$ cat config.mk
export PLATFORM = sky130hd
export DESIGN_NAME = md_sched
export DESIGN_NICKNAME = d
export VERILOG_FILES = /design/src/rtl/md_sched.sv
export SDC_FILE = /design/constraint.sdc
export NUM_CORES = 1
export LEC_CHECK = 0
export BUFFER_PORTS_ARGS = -buffer_cell sky130_fd_sc_hd__buf_4
export CAP_MARGIN = 20
export CORE_MARGIN = 5
export CORE_UTILIZATION = 35
export CTS_CLUSTER_SIZE = 40
export DETAILED_ROUTE_END_ITERATION = 8
export GPL_ROUTABILITY_DRIVEN = 0
export REMOVE_ABC_BUFFERS = 1
export SYNTH_ARGS = -nofsm -noshare
export SYNTH_HDL_FRONTEND = slang
export SYNTH_SLANG_ARGS = --single-unit
$ cat constraint.sdc
create_clock -name clk -period 3.2 [get_ports clk]
set_input_delay 0.64 -clock clk [delete_from_list [all_inputs] [get_ports clk]]
set_output_delay 0.64 -clock clk [all_outputs]
set_load 0.02 [all_outputs]
$ cat src/rtl/md_sched.sv
// md_sched: HI/LO multiply/divide scheduler for the E stage.
// Owns the architectural HI and LO registers, launches the external multi-cycle
// mult/div unit, counts its latency, commits the result into HI/LO and generates
// the D-stage stall for HI/LO instructions while an operation is in flight.
// Optional feature macro: MD_DIV0_SKIP_EN (div/divu by zero becomes a no-op).
module md_sched #(
    parameter int MULT_LAT = 5,
    parameter int DIV_LAT  = 10
) (
    input  logic        clk,
    input  logic        reset,
    input  logic        op_valid,
    input  logic [3:0]  op_type,
    input  logic [31:0] op_a,
    input  logic [31:0] op_b,
    input  logic        d_is_md,
    input  logic [31:0] res_hi,
    input  logic [31:0] res_lo,
    output logic        unit_start,
    output logic [1:0]  unit_op,
    output logic        busy,
    output logic        stall,
    output logic [31:0] rd_data
);

    // Counter holds LAT-1 down to 0; at least 4 bits wide.
    localparam int MAX_LAT = (MULT_LAT > DIV_LAT) ? MULT_LAT : DIV_LAT;
    localparam int CNT_W   = ($clog2(MAX_LAT) > 4) ? $clog2(MAX_LAT) : 4;

    localparam logic [CNT_W-1:0] MULT_CNT = CNT_W'(MULT_LAT - 1);
    localparam logic [CNT_W-1:0] DIV_CNT  = CNT_W'(DIV_LAT - 1);

    // E-stage opcode encoding.
    localparam logic [3:0] OP_MULT  = 4'd1;
    localparam logic [3:0] OP_MULTU = 4'd2;
    localparam logic [3:0] OP_DIV   = 4'd3;
    localparam logic [3:0] OP_DIVU  = 4'd4;
    localparam logic [3:0] OP_MTHI  = 4'd5;
    localparam logic [3:0] OP_MTLO  = 4'd6;
    localparam logic [3:0] OP_MFHI  = 4'd7;
    localparam logic [3:0] OP_MFLO  = 4'd8;

    // Unit operation encoding.
    localparam logic [1:0] UOP_MULT  = 2'd0;
    localparam logic [1:0] UOP_MULTU = 2'd1;
    localparam logic [1:0] UOP_DIV   = 2'd2;
    localparam logic [1:0] UOP_DIVU  = 2'd3;

    typedef enum logic {
        IDLE = 1'b0,
        RUN  = 1'b1
    } state_e;

    state_e           state_q, state_d;
    logic [CNT_W-1:0] cnt_q,   cnt_d;
    logic [31:0]      hi_q,    hi_d;
    logic [31:0]      lo_q,    lo_d;

    logic       is_mul;
    logic       is_div;
    logic       is_mthi;
    logic       is_mtlo;
    logic       is_mfhi;
    logic       is_mflo;
    logic [1:0] op_code;
    logic       div_skip;
    logic       start_now;

    // Decode the E-stage instruction; everything is qualified by op_valid here.
    always_comb begin
        // NOTE: every output of a combinational block gets a default before the
        // case, otherwise the unassigned paths infer latches.
        is_mul  = 1'b0;
        is_div  = 1'b0;
        is_mthi = 1'b0;
        is_mtlo = 1'b0;
        is_mfhi = 1'b0;
        is_mflo = 1'b0;
        op_code = UOP_MULT;
        if (op_valid) begin
            case (op_type)
                OP_MULT:  begin is_mul = 1'b1; op_code = UOP_MULT;  end
                OP_MULTU: begin is_mul = 1'b1; op_code = UOP_MULTU; end
                OP_DIV:   begin is_div = 1'b1; op_code = UOP_DIV;   end
                OP_DIVU:  begin is_div = 1'b1; op_code = UOP_DIVU;  end
                OP_MTHI:  is_mthi = 1'b1;
                OP_MTLO:  is_mtlo = 1'b1;
                OP_MFHI:  is_mfhi = 1'b1;
                OP_MFLO:  is_mflo = 1'b1;
                default:  ;
            endcase
        end
    end

`ifdef MD_DIV0_SKIP_EN
    // A divide by zero is dropped here so the unit never sees it.
    assign div_skip = is_div & (op_b == 32'd0);
`else
    // Divide by zero runs like any other divide; op_b only matters to the unit.
    logic unused_op_b;
    assign div_skip    = 1'b0;
    assign unused_op_b = ^op_b;
`endif

    assign start_now  = (is_mul | is_div) & ~div_skip & (state_q == IDLE);
    assign unit_start = start_now;
    assign unit_op    = start_now ? op_code : UOP_MULT;
    assign busy       = (state_q == RUN);
    assign stall      = d_is_md & (busy | start_now);

    // mfhi/mflo read the committed registers directly.
    assign rd_data = is_mfhi ? hi_q :
                     is_mflo ? lo_q : 32'd0;

    // Next-state logic: launch, latency count, commit and mthi/mtlo writes.
    always_comb begin
        state_d = state_q;
        cnt_d   = cnt_q;
        hi_d    = hi_q;
        lo_d    = lo_q;
        case (state_q)
            IDLE: begin
                if (start_now) begin
                    state_d = RUN;
                    cnt_d   = is_div ? DIV_CNT : MULT_CNT;
                end else if (is_mthi) begin
                    hi_d = op_a;
                end else if (is_mtlo) begin
                    lo_d = op_a;
                end
            end
            RUN: begin
                // Anything arriving in E while running is ignored.
                if (cnt_q != '0) begin
                    cnt_d = cnt_q - CNT_W'(1);
                end else begin
                    hi_d    = res_hi;
                    lo_d    = res_lo;
                    state_d = IDLE;
                end
            end
            default: state_d = IDLE;
        endcase
    end

    // State registers; reset aborts any operation in flight without a commit.
    always_ff @(posedge clk or posedge reset) begin
        if (reset) begin
            state_q <= IDLE;
            cnt_q   <= '0;
            hi_q    <= 32'd0;
            lo_q    <= 32'd0;
        end else begin
            // NOTE: non-blocking assignments so every register samples the
            // pre-edge values, independent of statement order.
            state_q <= state_d;
            cnt_q   <= cnt_d;
            hi_q    <= hi_d;
            lo_q    <= lo_d;
        end
    end

endmodule

== Yosys cells after proc, flatten, opt, wreduce, memory -nomap -nowiden ==
Index checks and enable logic that the tools add are counted.
Operators by class
  bitwise gates (word level): 5
  reduce and logical (&&, ||, !) cells: 6
  equality and inequality tests: 15
  $add $sub $neg: 1
  muxes and demuxes: 33
Operators by type and width (number)
  32-bit two-way mux: 9
  32-bit one-hot mux with 2 select lines: 2
  4-bit by 3-bit == test with 1-bit output (second input constant): 4
  1-bit two-way mux: 14
  4-bit two-way mux: 3
  2-bit inequality test (second input constant): 6
  4-bit by 2-bit == test with 1-bit output (second input constant): 2
  4-bit one-hot mux with 2 select lines: 1
  2-bit one-hot mux with 3 select lines: 1
  4-bit by 1-bit == test with 1-bit output (second input constant): 1
  4-bit == test (second input constant): 1
  2-bit two-way mux: 2
  4-bit AND reduction: 1
  4-bit nonzero test: 1
  2-bit OR reduction: 2
  4-bit by 1-bit subtractor with 4-bit output (second input constant): 1
  3-bit AND reduction: 1
  1-bit AND: 2
  2-bit by 1-bit inequality test with 1-bit output (second input constant): 1
  1-bit bitwise OR: 2
  1-bit one-hot mux with 2 select lines: 1
  2-bit AND reduction: 1
  1-bit NOT: 1
Storage, ports and cells
  logic and storage cells: 64
  flip-flop bits (word level): 69
  output and inout bits: 37

== Depth between registers and ports, before layout ==
  word-level depth: 8
  gate-level depth with buffers: 8
  depth with buffers taken out: 6

== Worst setup path before layout ==
Ideal clock, no wire load.
  path type: input to output
  start: in op_type[2]
  end: out rd_data[21]
  arrival time: 1.760 ns
  stages: 4
  buffers on the path: 2
  slack: 0.800 ns
  data required time: 2.560 ns
  cell sequence: buf_2 -> nor4_2 -> clkbuf_1 -> a22o_1
Between the ends
  word-level cells in the longest chain between the ends: 5
RTL lines
  start: declaration: line 13  | input logic [3:0] op_type,
  4-bit == test: line 81  | case (op_type)
  1-bit two-way mux: line 81
  1-bit two-way mux: line 80  | if (op_valid) begin
  32-bit two-way mux: line 113  | is_mflo ? lo_q : 32'd0;
  32-bit two-way mux *: line 112  | assign rd_data = is_mfhi ? hi_q :
  end: declaration: line 23  | output logic [31:0] rd_data
Mark *: on every way between the ends. The rest lies on a longest branch, timed or not.

== Worst setup path after layout ==
  start: reg state_q, in the netlist busy
  end: out stall
Between the ends
  word-level cells in the longest chain between the ends: 4
RTL lines
  start: declaration: line 54  | state_e state_q, state_d;
  start signal: assignment: line 156  | state_q <= state_d;
  1-bit NOT
  1-bit AND: line 105  | assign start_now = (is_mul | is_div) & ~div_skip & (state_q == IDLE);
  1-bit bitwise OR *: line 109  | assign stall = d_is_md & (busy | start_now);
  1-bit AND *: line 109
  end: declaration: line 22  | output logic stall,
Marks and branches as above.

==> metrics.md <==
| Metric | Value |
|---|---|
| Routed len/inst | about 15 um |
| WP buf/inv | 2 |
| GR Overflow Total | 0 |
| Sequential Power Share | 40.4% |
| Combinational power share | a little under two fifths |
| Synthesis Warnings | 0 |
| Synth Flop Type | dfrtp_1 |
| Cts hold-fix bufs | 0 |
| CP Data Required Time | between 2 and 3 ns |
| Internal power | about 0.0024 W |
| Die X-Extent | about 110 um |
| Peak supply drop | between 0.5 and 0.6 mV |
| Clock power frac | about 23% |
| Slew headroom | between 30% and 40% |
| Final Cycle Share | roughly 83% |
| Total clock sinks | 69 |
| Worst-Margin Slew | 0.9575 ns |
| DP Cell Count | 650 |
| Ratio of cells with drive above 1 in the final layout | approximately 33% |
| Switching part of the total | approximately 36% |
| Synth Area in Simple Gates | roughly 17% |
| Non-Filler Instances | approximately 670 |
| Top cell by count, worst path | buf_4 |
| Power density over cell area | ~770 nW/um2 |
| Yosys top cell by area | dfrtp_1 |
| Synth top area cells | dfrtp_1 (48%), a21oi_1 (14%), a22o_1 (7.8%) |
| HPWL after DPL | 6.900 mm |
| Top cells by count, synth | a21oi_1 (97), dfrtp_1 (69), nand2_1 (35) |
| Worst-path fanout max | 101 |
| Post-synth EDFFs | 0 |
| Initial Util | a little over a third |
| Max Cap Viol | 0 |
| Vias in the first global route | roughly 3300 |
| Total GRT Usage | between 15 and 20% |
| Drt initial violations | between 100 and 150 |
| Placed inst area | 4717 um2 |
| Syn Std Cell Area | 3583 um2 |
| Die Y | roughly 110 um |
| Global-route wire length before repair | about 16 mm |
| Crit path largest cell delay | 0.73 ns |
| Main combinational cell family by area after synthesis | compound AO/OA/AOI/OAI gates |
| CP max stage cell | buf_4 |
| Status | finished, final reports clean |
| Final Hold Vio Count | 0 |
| Post-synth cell types | 34 |
| Yosys top cell area share | around half |
| Unrepaired setup endpoints after global routing | false |
| Vias/cell | ~5 |
| Most numerous cell in the Yosys netlist | a21oi_1 |
| # nets final | 663 |
| Lkg Pwr | about 2.3 nW |
| Setup Crit Path Kind | reg -> out |
| CTS max path bufs | 2 |
| Crit path DAT | around 2 ns |
| Compound-Gate Fraction of Synth Area | between 20% and 30% |
| DRT Pass-1 Iters | 4 |
| Synth Area in XOR/XNOR | less than 1% |
| Sequential area share after synthesis | between 40% and 50% |
| Max Clock Freq | around 380 MHz |
| # diodes | 0 |
| Hold crit path type | in -> async |
| Crit start category | flop |
| Fillers | roughly 1000 |
| Psw | approximately 0.0014 W |
| H-Tree Depth | 3 |
| IO Count | about 170 |
| Avg Inst Size Synth | between 8 and 9 um2 |
| CTS tree | built |
| Cells after synthesis | roughly 400 |
| Flop-to-flop setup slack | just over 1 ns |
| Setup Fix Bufs, Post-CTS | 0 |
| Site Rows | 37 |
| Worst Setup End Kind | output port |
| Initial antenna violation count | 0 |
| Drc violations | 0 |
| PortBufs | 140 |
| Area share of fa/ha/maj cells after synthesis | less than 1% |
| CTS buffer count | 9 |
| Clock transition at path regs | ~0.080 ns |
| Die area | between 10000 and 15000 um2 |
| Area of the core | 10140 um2 |
| Mux contribution to synthesized area | 0% |
| Worst clock skew | 0.01098 ns |
| Post-layout min period | 2.655 ns |
| CP cell instances | buf_4 -> nor2_1 -> nor2b_1 -> buf_4 |
| Delay-heaviest family, CP | buffers and inverters |
| Final hold slack | 0.4500 ns |
| Detailed-route via count | approximately 3300 |
| Clock Latency Late Sink | 0.34 ns |
| Post-Route WL | between 9 and 10 mm |
| Clk root buf | clkbuf_8 |
| Largest net degree at the start of global routing | approximately 100 |
| Area growth syn-to-layout | 39.14% |
| Slew Limit Fails | 0 |
| Post-synthesis async set-or-reset flop share | 100.0% |
| Final ANT Viol Nets | 0 |
| Resized cells post-CTS | 0 |
| Final setup viols | 0 |
| Flops & latches, synth | 69 |
| Final instance area | around 5000 um2 |
[worst paths after layout]
path                          from       end  depth (start not counted)
hold / removal               reset   lo_q[0]                          2
setup reg to reg              busy  cnt_q[0]                          4
min in group clk           hi_q[2]   hi_q[2]                          2
max in group asynchronous    reset  hi_q[18]                          3
setup / recovery              busy     stall                          4
hold reg to reg            hi_q[2]   hi_q[2]                          2
[power by group through the flow]
stage | logic [W] | clock network (W) | registers [W]
2_1_floorplan | 0.000910 | 0 | 0.00161
3_3_place_gp | 0.00137 | 0 | 0.00154
3_5_place_dp | 0.00142 | 0 | 0.00156
4_1_cts | 0.00142 | 0.000900 | 0.00154
5_1_grt | 0.00163 | 0.000929 | 0.00160
6_report | 0.00141 | 0.000870 | 0.00154
[layer usage]
metal	up-vias	wire (um)	GRT usage, %	share of wire [%]
met2	105	4678	26.78	48
met1	1513	4330	20.47	44
met4	0	94	4.136	0.96
met3	9	717	4.585	7.3
li1	1680	-	-	-
met5	-	0	0	0
[area by class of cell]
type                            count  area (um2)  share of cell area [%]
Multi-Input combinational cell    293        1690                   33.90
Clock buffer                       11       141.4                   2.836
Inverter                            4       15.01                  0.3011
Tap cell                          136       170.2                   3.413
Timing Repair Buffer              149        1131                   22.68
Sequential cell                    69        1730                   34.71
Clock inverter                      5       107.6                   2.158
[cells in the final DEF, fill, tap and decap left out, types with 2 or more instances in the layout]
master | Yosys | final
dfrtp_1 | 69 | 68
nor2_1 | 34 | 33
xnor2_1 | 2 | 2
a22o_1 | 32 | 32
clkbuf_8 | 0 | 10
inv_1 | 4 | 3
nor2b_1 | 33 | 33
a211o_1 | 2 | 2
o21ai_1 | 31 | 31
a21oi_1 | 97 | 97
o21ai_0 | 2 | 2
buf_4 | 0 | 148
nand2b_1 | 2 | 2
o22ai_1 | 2 | 2
nand3b_1 | 4 | 4
nand2_1 | 35 | 35
bufinv_16 | 0 | 3
clkinv_4 | 0 | 2
[cells by family (layout without fill, tap and decap cells)]
kind of cell	Yosys count	count (layout)
AO/OA/AOI/OAI	173	173
XOR/XNOR	2	2
adder cells (fa/ha/maj)	1	1
buffers and inverters	37	169
flip-flops	69	69
AND/OR/NAND/NOR	117	117
[flip-flops by register name, indices dropped and copies added (netlist names)]
signal,count
busy,1
cnt_q,4
hi_q,32
lo_q,32
[stage by stage]
stage	TNS (ns)	util, %	total power [W]	setup WS [ns]
2_1_floorplan	-32.61	-	0.002524	-0.7902
3_3_place_gp	0	46.53	0.002908	0.7342
3_5_place_dp	0	46.53	0.002979	0.6738
4_1_cts	0	48.98	0.003866	0.5022
5_1_grt	0	49.18	0.004167	0.3462
6_report	0	49.18	0.003825	0.5453
Power figures use the tool's default switching activity.
